===== src/rtl/text_pkg.sv =====
// Shared definitions for the character text buffer controller.
// Holds the default fill code, screen geometry and the controller state encoding.
package text_pkg;

    // Code written to every cell by a full-screen clear (ASCII space).
    localparam logic [6:0] DEF_FILL_CHAR = 7'h20;

    // Screen geometry: 32 columns x 8 rows, address = {row[2:0], col[4:0]}.
    localparam int TEXT_COLS = 32;
    localparam int TEXT_ROWS = 8;
    localparam int DEF_CELLS = TEXT_COLS * TEXT_ROWS;

    // Controller states.
    typedef enum logic {
        ST_IDLE  = 1'b0,
        ST_CLEAR = 1'b1
    } state_t;

endpackage


===== src/rtl/text_buf_ctrl_rr_arb2.sv =====
// Two-way round-robin grant logic.
// Ports:
//   req[1:0]  eligible requests (already masked by the caller)
//   last      index of the requester granted most recently
//   gnt[1:0]  one-hot grant (or zero when nobody is eligible)
module rr_arb2 (
    input  logic [1:0] req,
    input  logic       last,
    output logic [1:0] gnt
);

    // Single requester wins outright; on a tie the one not granted last wins.
    always_comb begin
        gnt = 2'b00;
        case (req)
            2'b01:   gnt = 2'b01;
            2'b10:   gnt = 2'b10;
            2'b11:   gnt = last ? 2'b01 : 2'b10;
            default: gnt = 2'b00;
        endcase
    end

endmodule


===== src/rtl/text_buf_ctrl.sv =====
// Character text buffer write controller.
// Arbitrates two write requesters onto the character RAM write port and
// performs full-screen clears, writing only during vertical blanking.
// Ports:
//   pclk, rst               pixel clock, synchronous active-high reset
//   vblnk                   vertical blanking; RAM writes only while high
//   req0/1, addr0/1, data0/1  requester write requests with cell address and ASCII code
//   ack0/1                  one-cycle grant pulse per requester
//   clr_req                 single-cycle pulse requesting a full-screen clear
//   clr_done                one-cycle pulse coincident with the final clear write
//   busy                    high while a clear is pending or in progress
//   wr_en, wr_addr, wr_data character RAM write port
// All outputs are registered.
module text_buf_ctrl
    import text_pkg::*;
#(
    parameter logic [6:0] FILL_CHAR = DEF_FILL_CHAR,
    parameter int         CELLS     = DEF_CELLS
) (
    input  logic       pclk,
    input  logic       rst,
    input  logic       vblnk,
    input  logic       req0,
    input  logic       req1,
    input  logic [7:0] addr0,
    input  logic [7:0] addr1,
    input  logic [6:0] data0,
    input  logic [6:0] data1,
    output logic       ack0,
    output logic       ack1,
    input  logic       clr_req,
    output logic       clr_done,
    output logic       busy,
    output logic       wr_en,
    output logic [7:0] wr_addr,
    output logic [6:0] wr_data
);

    localparam logic [7:0] LAST_ADDR = 8'(CELLS - 1);

    state_t     state_r, state_s;
    logic [7:0] cnt_r, cnt_s;
    logic       pend_r, pend_s;
    logic       last_r, last_s;
    logic       wr_en_r, wr_en_s;
    logic [7:0] wr_addr_r, wr_addr_s;
    logic [6:0] wr_data_r, wr_data_s;
    logic       ack0_r, ack0_s;
    logic       ack1_r, ack1_s;
    logic       clr_done_r, clr_done_s;
    logic       busy_r, busy_s;
    logic [1:0] elig_s;
    logic [1:0] gnt_s;

    // A requester whose ack is showing this cycle is treated as idle, so a
    // held req cannot be granted twice for the same address/data.
    assign elig_s = {req1 & ~ack1_r, req0 & ~ack0_r};

    rr_arb2 u_arb (
        .req  (elig_s),
        .last (last_r),
        .gnt  (gnt_s)
    );

    // Next-state and next-output logic.
    always_comb begin
        state_s    = state_r;
        cnt_s      = cnt_r;
        pend_s     = pend_r;
        last_s     = last_r;
        wr_en_s    = 1'b0;
        wr_addr_s  = 8'h00;
        wr_data_s  = 7'h00;
        ack0_s     = 1'b0;
        ack1_s     = 1'b0;
        clr_done_s = 1'b0;

        case (state_r)
            ST_IDLE: begin
                if (clr_req) begin
                    pend_s = 1'b1;
                end else begin
                    pend_s = pend_r;
                end

                // Decisions use the registered pending flag, so a clear
                // requested alongside a write lets that write finish first.
                if (vblnk && pend_r) begin
                    state_s = ST_CLEAR;
                    cnt_s   = 8'h00;
                    pend_s  = 1'b0;
                end else if (vblnk && (gnt_s != 2'b00)) begin
                    wr_en_s = 1'b1;
                    if (gnt_s[0]) begin
                        ack0_s    = 1'b1;
                        wr_addr_s = addr0;
                        wr_data_s = data0;
                        last_s    = 1'b0;
                    end else begin
                        ack1_s    = 1'b1;
                        wr_addr_s = addr1;
                        wr_data_s = data1;
                        last_s    = 1'b1;
                    end
                end else begin
                    state_s = ST_IDLE;
                end
            end

            ST_CLEAR: begin
                // Outside blanking the counter simply holds its place.
                if (vblnk) begin
                    wr_en_s   = 1'b1;
                    wr_addr_s = cnt_r;
                    wr_data_s = FILL_CHAR;
                    cnt_s     = cnt_r + 8'd1;
                    if (cnt_r == LAST_ADDR) begin
                        state_s    = ST_IDLE;
                        clr_done_s = 1'b1;
                    end else begin
                        state_s = ST_CLEAR;
                    end
                end else begin
                    cnt_s = cnt_r;
                end
            end

            default: begin
                state_s = ST_IDLE;
                cnt_s   = 8'h00;
                pend_s  = 1'b0;
            end
        endcase

        // busy covers pending, active clear, and the clr_done cycle itself.
        busy_s = pend_s | (state_s == ST_CLEAR) | clr_done_s;
    end

    // State and output registers with synchronous reset.
    always_ff @(posedge pclk) begin
        if (rst) begin
            state_r    <= ST_IDLE;
            cnt_r      <= 8'h00;
            pend_r     <= 1'b0;
            last_r     <= 1'b1;
            wr_en_r    <= 1'b0;
            wr_addr_r  <= 8'h00;
            wr_data_r  <= 7'h00;
            ack0_r     <= 1'b0;
            ack1_r     <= 1'b0;
            clr_done_r <= 1'b0;
            busy_r     <= 1'b0;
        end else begin
            state_r    <= state_s;
            cnt_r      <= cnt_s;
            pend_r     <= pend_s;
            last_r     <= last_s;
            wr_en_r    <= wr_en_s;
            wr_addr_r  <= wr_addr_s;
            wr_data_r  <= wr_data_s;
            ack0_r     <= ack0_s;
            ack1_r     <= ack1_s;
            clr_done_r <= clr_done_s;
            busy_r     <= busy_s;
        end
    end

    assign ack0     = ack0_r;
    assign ack1     = ack1_r;
    assign clr_done = clr_done_r;
    assign busy     = busy_r;
    assign wr_en    = wr_en_r;
    assign wr_addr  = wr_addr_r;
    assign wr_data  = wr_data_r;

endmodule

===== config.mk =====
export PLATFORM = sky130hd
export DESIGN_NAME = text_buf_ctrl
export DESIGN_NICKNAME = d
export VERILOG_FILES = /design/src/rtl/text_pkg.sv /design/src/rtl/text_buf_ctrl_rr_arb2.sv /design/src/rtl/text_buf_ctrl.sv
export SDC_FILE = /design/constraint.sdc
export NUM_CORES = 1
export LEC_CHECK = 0
export CAP_MARGIN = 20
export CORE_MARGIN = 1
export CORE_UTILIZATION = 44
export DETAILED_ROUTE_END_ITERATION = 8
export HOLD_SLACK_MARGIN = 0.05
export PLACE_DENSITY = 0.94
export SLEW_MARGIN = 10
export SYNTH_ARGS = -nofsm -noshare
export SYNTH_HDL_FRONTEND = slang
export SYNTH_SLANG_ARGS = --single-unit

===== constraint.sdc =====
create_clock -name pclk -period 2.03 [get_ports pclk]
set_input_delay 0.406 -clock pclk [delete_from_list [all_inputs] [get_ports pclk]]
set_output_delay 0.406 -clock pclk [all_outputs]
set_load 0.05 [all_outputs]

### Word level (Yosys, flattened, before mapping)

Index checks and enable logic that the tools add are counted.

* add/subtract/negate cells: 1
* eq/ne operators: 6
* muxes and demuxes: 31
* bitwise operators: 9
* reductions and logical operators: 6

Operator list (number)
* 8-bit two-way mux: 6
* 8-bit one-hot mux with 2 select lines: 2
* 7-bit two-way mux: 3
* 1-bit two-way mux: 14
* 7-bit one-hot mux with 2 select lines: 1
* 8-bit by 1-bit adder with 8-bit output, second input constant: 1
* 8-bit equality test, second input constant: 1
* 6-bit two-way mux: 1
* 2-bit one-hot mux with 3 select lines: 1
* 1-bit inverter: 5
* 2-bit equality test, second input constant: 2
* 2-bit != test, second input constant: 2
* 1-bit one-hot mux with 2 select lines: 2
* 4-bit OR reduction: 1
* 3-bit AND reduction: 1
* 1-bit bitwise AND: 2
* 2-bit by 1-bit equality test with 1-bit output, second input constant: 1
* 1-bit logical AND: 2
* 2-bit two-way mux: 1
* 1-bit OR: 2
* 2-bit AND reduction: 1
* 2-bit nonzero test: 1

* flip-flop bits (word level): 31
* output and inout port bits: 20
* logic and storage cells: 64

### Logic depth before layout (Yosys ltp)

* depth in word-level cells: 9
* mapped depth: 6
* gate-level depth less buffers: 5

### Modules after synthesis

Synthesis repeated with hierarchy kept, for this count alone.

* cells, all modules: 128
* area, all modules: 1276.2 um^2

By module, submodules not included
* text_buf_ctrl: times used 1, cells each 125, area an instance 1257.5 um^2
* rr_arb2: times used 1, cells each 3, area an instance 18.8 um^2

### Least setup slack after synthesis

Ideal clock, no wire load.

* path kind: register -> register
* start point: reg ack1_r (netlist: ack1)
* end point: reg last_r
* arrival time: 1.480 ns
* required time: 1.916 ns
* path slack: 0.436 ns
* cell stages (with the launch flop): 7
* path through: dfxtp_1 > nand2b_1 > o21a_1 > buf_2 > buf_2 > nand2_1 > a21o_1

* longest elaborated chain between the ends: 7
* elaborated cells between the ends (all ways): 10
* classes of those cells: 3 x eq/ne; 2 x mux; 2 x bitwise; 3 x reduce/logical

RTL lines
* from (decl): RTL line text_buf_ctrl.sv:49 `logic ack1_r, ack1_s;`
* from (signal assigned): RTL line text_buf_ctrl.sv:162 `ack1_r <= ack1_s;`
* 1-bit inverter *: RTL line text_buf_ctrl.sv:57 `assign elig_s = {req1 & ~ack1_r, req0 & ~ack0_r};`
* 1-bit bitwise AND *: RTL line text_buf_ctrl.sv:57
* 2-bit equality test or 2-bit by 1-bit equality test with 1-bit output (tied branches): RTL line text_buf_ctrl_rr_arb2.sv:15 `case (req)`
* 2-bit one-hot mux with 3 select lines *: RTL line text_buf_ctrl_rr_arb2.sv:15
* 2-bit nonzero test: RTL line text_buf_ctrl.sv:92 `end else if (vblnk && (gnt_s != 2'b00)) begin`
* 1-bit logical AND: RTL line text_buf_ctrl.sv:92
* 3-bit AND reduction (no line)
* to (signal assigned): RTL line text_buf_ctrl.sv:157 `last_r <= last_s;`
* to (decl): RTL line text_buf_ctrl.sv:44 `logic last_r, last_s;`

Mark *: on every way between the ends. The rest lies on a longest branch, timed or not.
A chain may end at the register's enable or synchronous reset.

### Worst setup path after layout

* start point: reg ack0_r (netlist: ack0)
* end point: out ack0

RTL lines
* from (decl): RTL line text_buf_ctrl.sv:48 `logic ack0_r, ack0_s;`
* from (signal assigned): RTL line text_buf_ctrl.sv:161 `ack0_r <= ack0_s;`
* to (decl): RTL line text_buf_ctrl.sv:29 `output logic ack0,`

No word-level cell between the ends.

==> reports/metrics.cfg <==
[place]
routabilityCongestion=0.853
dp_slack_ns=0.0873
post-dp-hpwl_um=2810
dp_cells=221
portBuffers=55
placed_cell_area_sq_um=1860

[global_route]
overflow=0
grt_use_met1=0.272
grt_pass1_vias=1270
use_met2=0.418
grt_first_pass_wirelength_um=5900
track_usage=0.249
grtUsageMet3=0.0726
grt_max_degree=18
busiest_layer=met2
antenna_found_initial=0

[critical_path]
cp_slowest_cell=clkdlybuf4s50_1
ff2ff_setup_slack_ns=0.58
critPathBufInv=1
crit_path_max_incr_delay_ns=0.81
r2r_end=wr_addr[7]
cp-end-kind=primary output
crit_family=buffers and inverters
crit_fanout=3
r2r_start=ack1
cp.required_ns=1.62
critPathKind=reg2out
crit_arrival_ns=1.50
cp-start-kind=flip-flop
worstRegToRegCells=4
cp_cell_sequence=clkdlybuf4s50_1

[cts]
holdBufCountCts=0
cts_sinks=31
clkTransAtPathRegs_ns=0.09
cts_root_buffer=clkbuf_4
cts_buffer_depth=2
postCtsSetupBuffers=0
insertion_delay_ns=0.33
ctsResizeCount=0
cts_max_level=2
cts_tree=done
cts-buffers-inserted=5

[power]
leakage_nw=0.737
vdd_ir_drop_max_v=0.000568
p_per_area_nw_per_um2=689
power.total_mw=1.33

[detailed_routing]
wl_per_cell_um=15.6
dr.first_iter.drc_count=58
drc=0
dr.pass1.iters=4
vias=1291
vias_per_cell=5.64
totalWireLength_um=3580
antenna_left=0

[floorplanning]
die_h_um=55.6
io_pins=56
start_util=0.462
fp.coreArea_sq_um=2730
die_w_um=55.6
dieArea_sq_um=3090
num_rows=19

[timing]
hold_ws_ns=0.515
fin_ws_ns=0.125
finClkSkew_ns=0.00641
fin_crit_ns=1.91
tns_ns=0
tightest_slew_ns=0.626
finalHoldViolCount=0
setup_viol=0
rsz0062_at_grt=no
final_max_slew_viol_count=0
clock.fmax_ghz=0.525
relSlewSlack=0.583
period_share=0.938

[synthesis]
yosysWarnings=0
synthCells=136
yosys_register_bits=31
synth_fp_nets=173
avgSynthCellArea_sq_um=9.28
synth_cell_types=34
netlist_area_sq_um=1260
yosysSeqAreaShare=0.492

[worst_hold_path]
hold_start=cnt_r[7]
hold_class=reg2reg
hold_depth=1
min_to=cnt_r[7]

[layout]
nNetsFinal=234
diodes=0
final_util=0.704
finalNonFillerCells=229
drive_above_1_share=0.111
layout_common_cells=55 x clkdlybuf4s50_1, 31 x dfxtp_1, 17 x nor2_1
syn_to_final_growth_pct=52.5
final_common_cell=clkdlybuf4s50_1
stdcell_area_sq_um=1930

[run]
cap_violations=0

[run_status]
status=complete, no violations

[worst reg2reg max path, stage by stage (launching register included)]
cell      delay [ns]
dfxtp_1         0.32
nand2b_1        0.18
a21oi_2         0.49
a22oi_1         0.20
o21ai_0         0.19
[final cells by class]
type / instances / area (sq um)
Fill cell: 205 / 808
Multi-Input combinational cell: 96 / 594
Inverter: 2 / 7.51
Tap cell: 31 / 38.8
Sequential cell: 31 / 621
Clock buffer: 8 / 68.8
Timing Repair Buffer: 61 / 596
[registers in the layout (all words and copies together), names as in the netlist]
name,cells
last_r,1
cnt_r,8
pend_r,1
busy,1
wr_en,1
ack0,1
wr_addr,8
clr_done,1
state_r,1
wr_data,7
ack1,1
[logic make-up after synthesis]
| group | share of synthesized area |
|---|---|
| AO/OA/AOI/OAI | 0.241 |
| adder cells (fa/ha/maj) | 0.00991 |
| buffers and inverters | 0.0377 |
| flip-flops | 0.492 |
| multiplexers | 0.0238 |
| AND/OR/NAND/NOR | 0.196 |
[synth_stat cells, drive strengths merged]
library cell | number | area, sq um
o31ai | 2 | 15.0
or2 | 1 | 6.26
nor2b | 1 | 6.26
nand2 | 14 | 52.6
o21a | 1 | 7.51
and2 | 1 | 7.51
nand2b | 3 | 33.8
and2b | 2 | 15.0
dfxtp | 31 | 621
mux2i | 3 | 30.0
inv | 2 | 7.51
or3 | 1 | 6.26
and3 | 1 | 6.26
o41ai | 2 | 17.5
nor3 | 3 | 15.0
a21o | 2 | 15.0
ha | 1 | 12.5
o22ai | 1 | 6.26
o211ai | 3 | 22.5
a22oi | 16 | 120
nand3 | 2 | 10.0
nor2 | 17 | 63.8
a21oi | 5 | 28.8
nand4 | 3 | 25.0
o21ai | 10 | 61.3
buf | 3 | 15.0
o21ba | 1 | 10.0
clkbuf | 4 | 25.0
[power by group]
group	leakage, nW	internal (mW)	switching, mW	total [mW]
registers	0.252	0.630	0.0140	0.644
logic	0.446	0.134	0.145	0.280
clock network	0.0386	0.204	0.199	0.403
total	0.737	0.968	0.359	1.33
[worst max-delay path by stage]
| stage | start | end | slack [ns] | cells after the start |
|---|---|---|---|---|
| CTS | ack0 | ack0 | 0.11 | 1 |
| global placement | vblnk | ack1 | 0.19 | 5 |
| global route | ack0 | ack0 | 0.08 | 1 |
| detailed placement | req0 | wr_addr[7] | 0.09 | 5 |
| floorplan | ack1 | last_r | 0.44 | 6 |
| finish | ack0 | ack0 | 0.12 | 1 |
[routing by layer]
layer	vias to the layer above	routed length, um
met2	62	1830
met1	603	1370
met4	0	152
li1	611	-
met5	-	0
met3	15	220
Power figures use the tool's default switching activity.
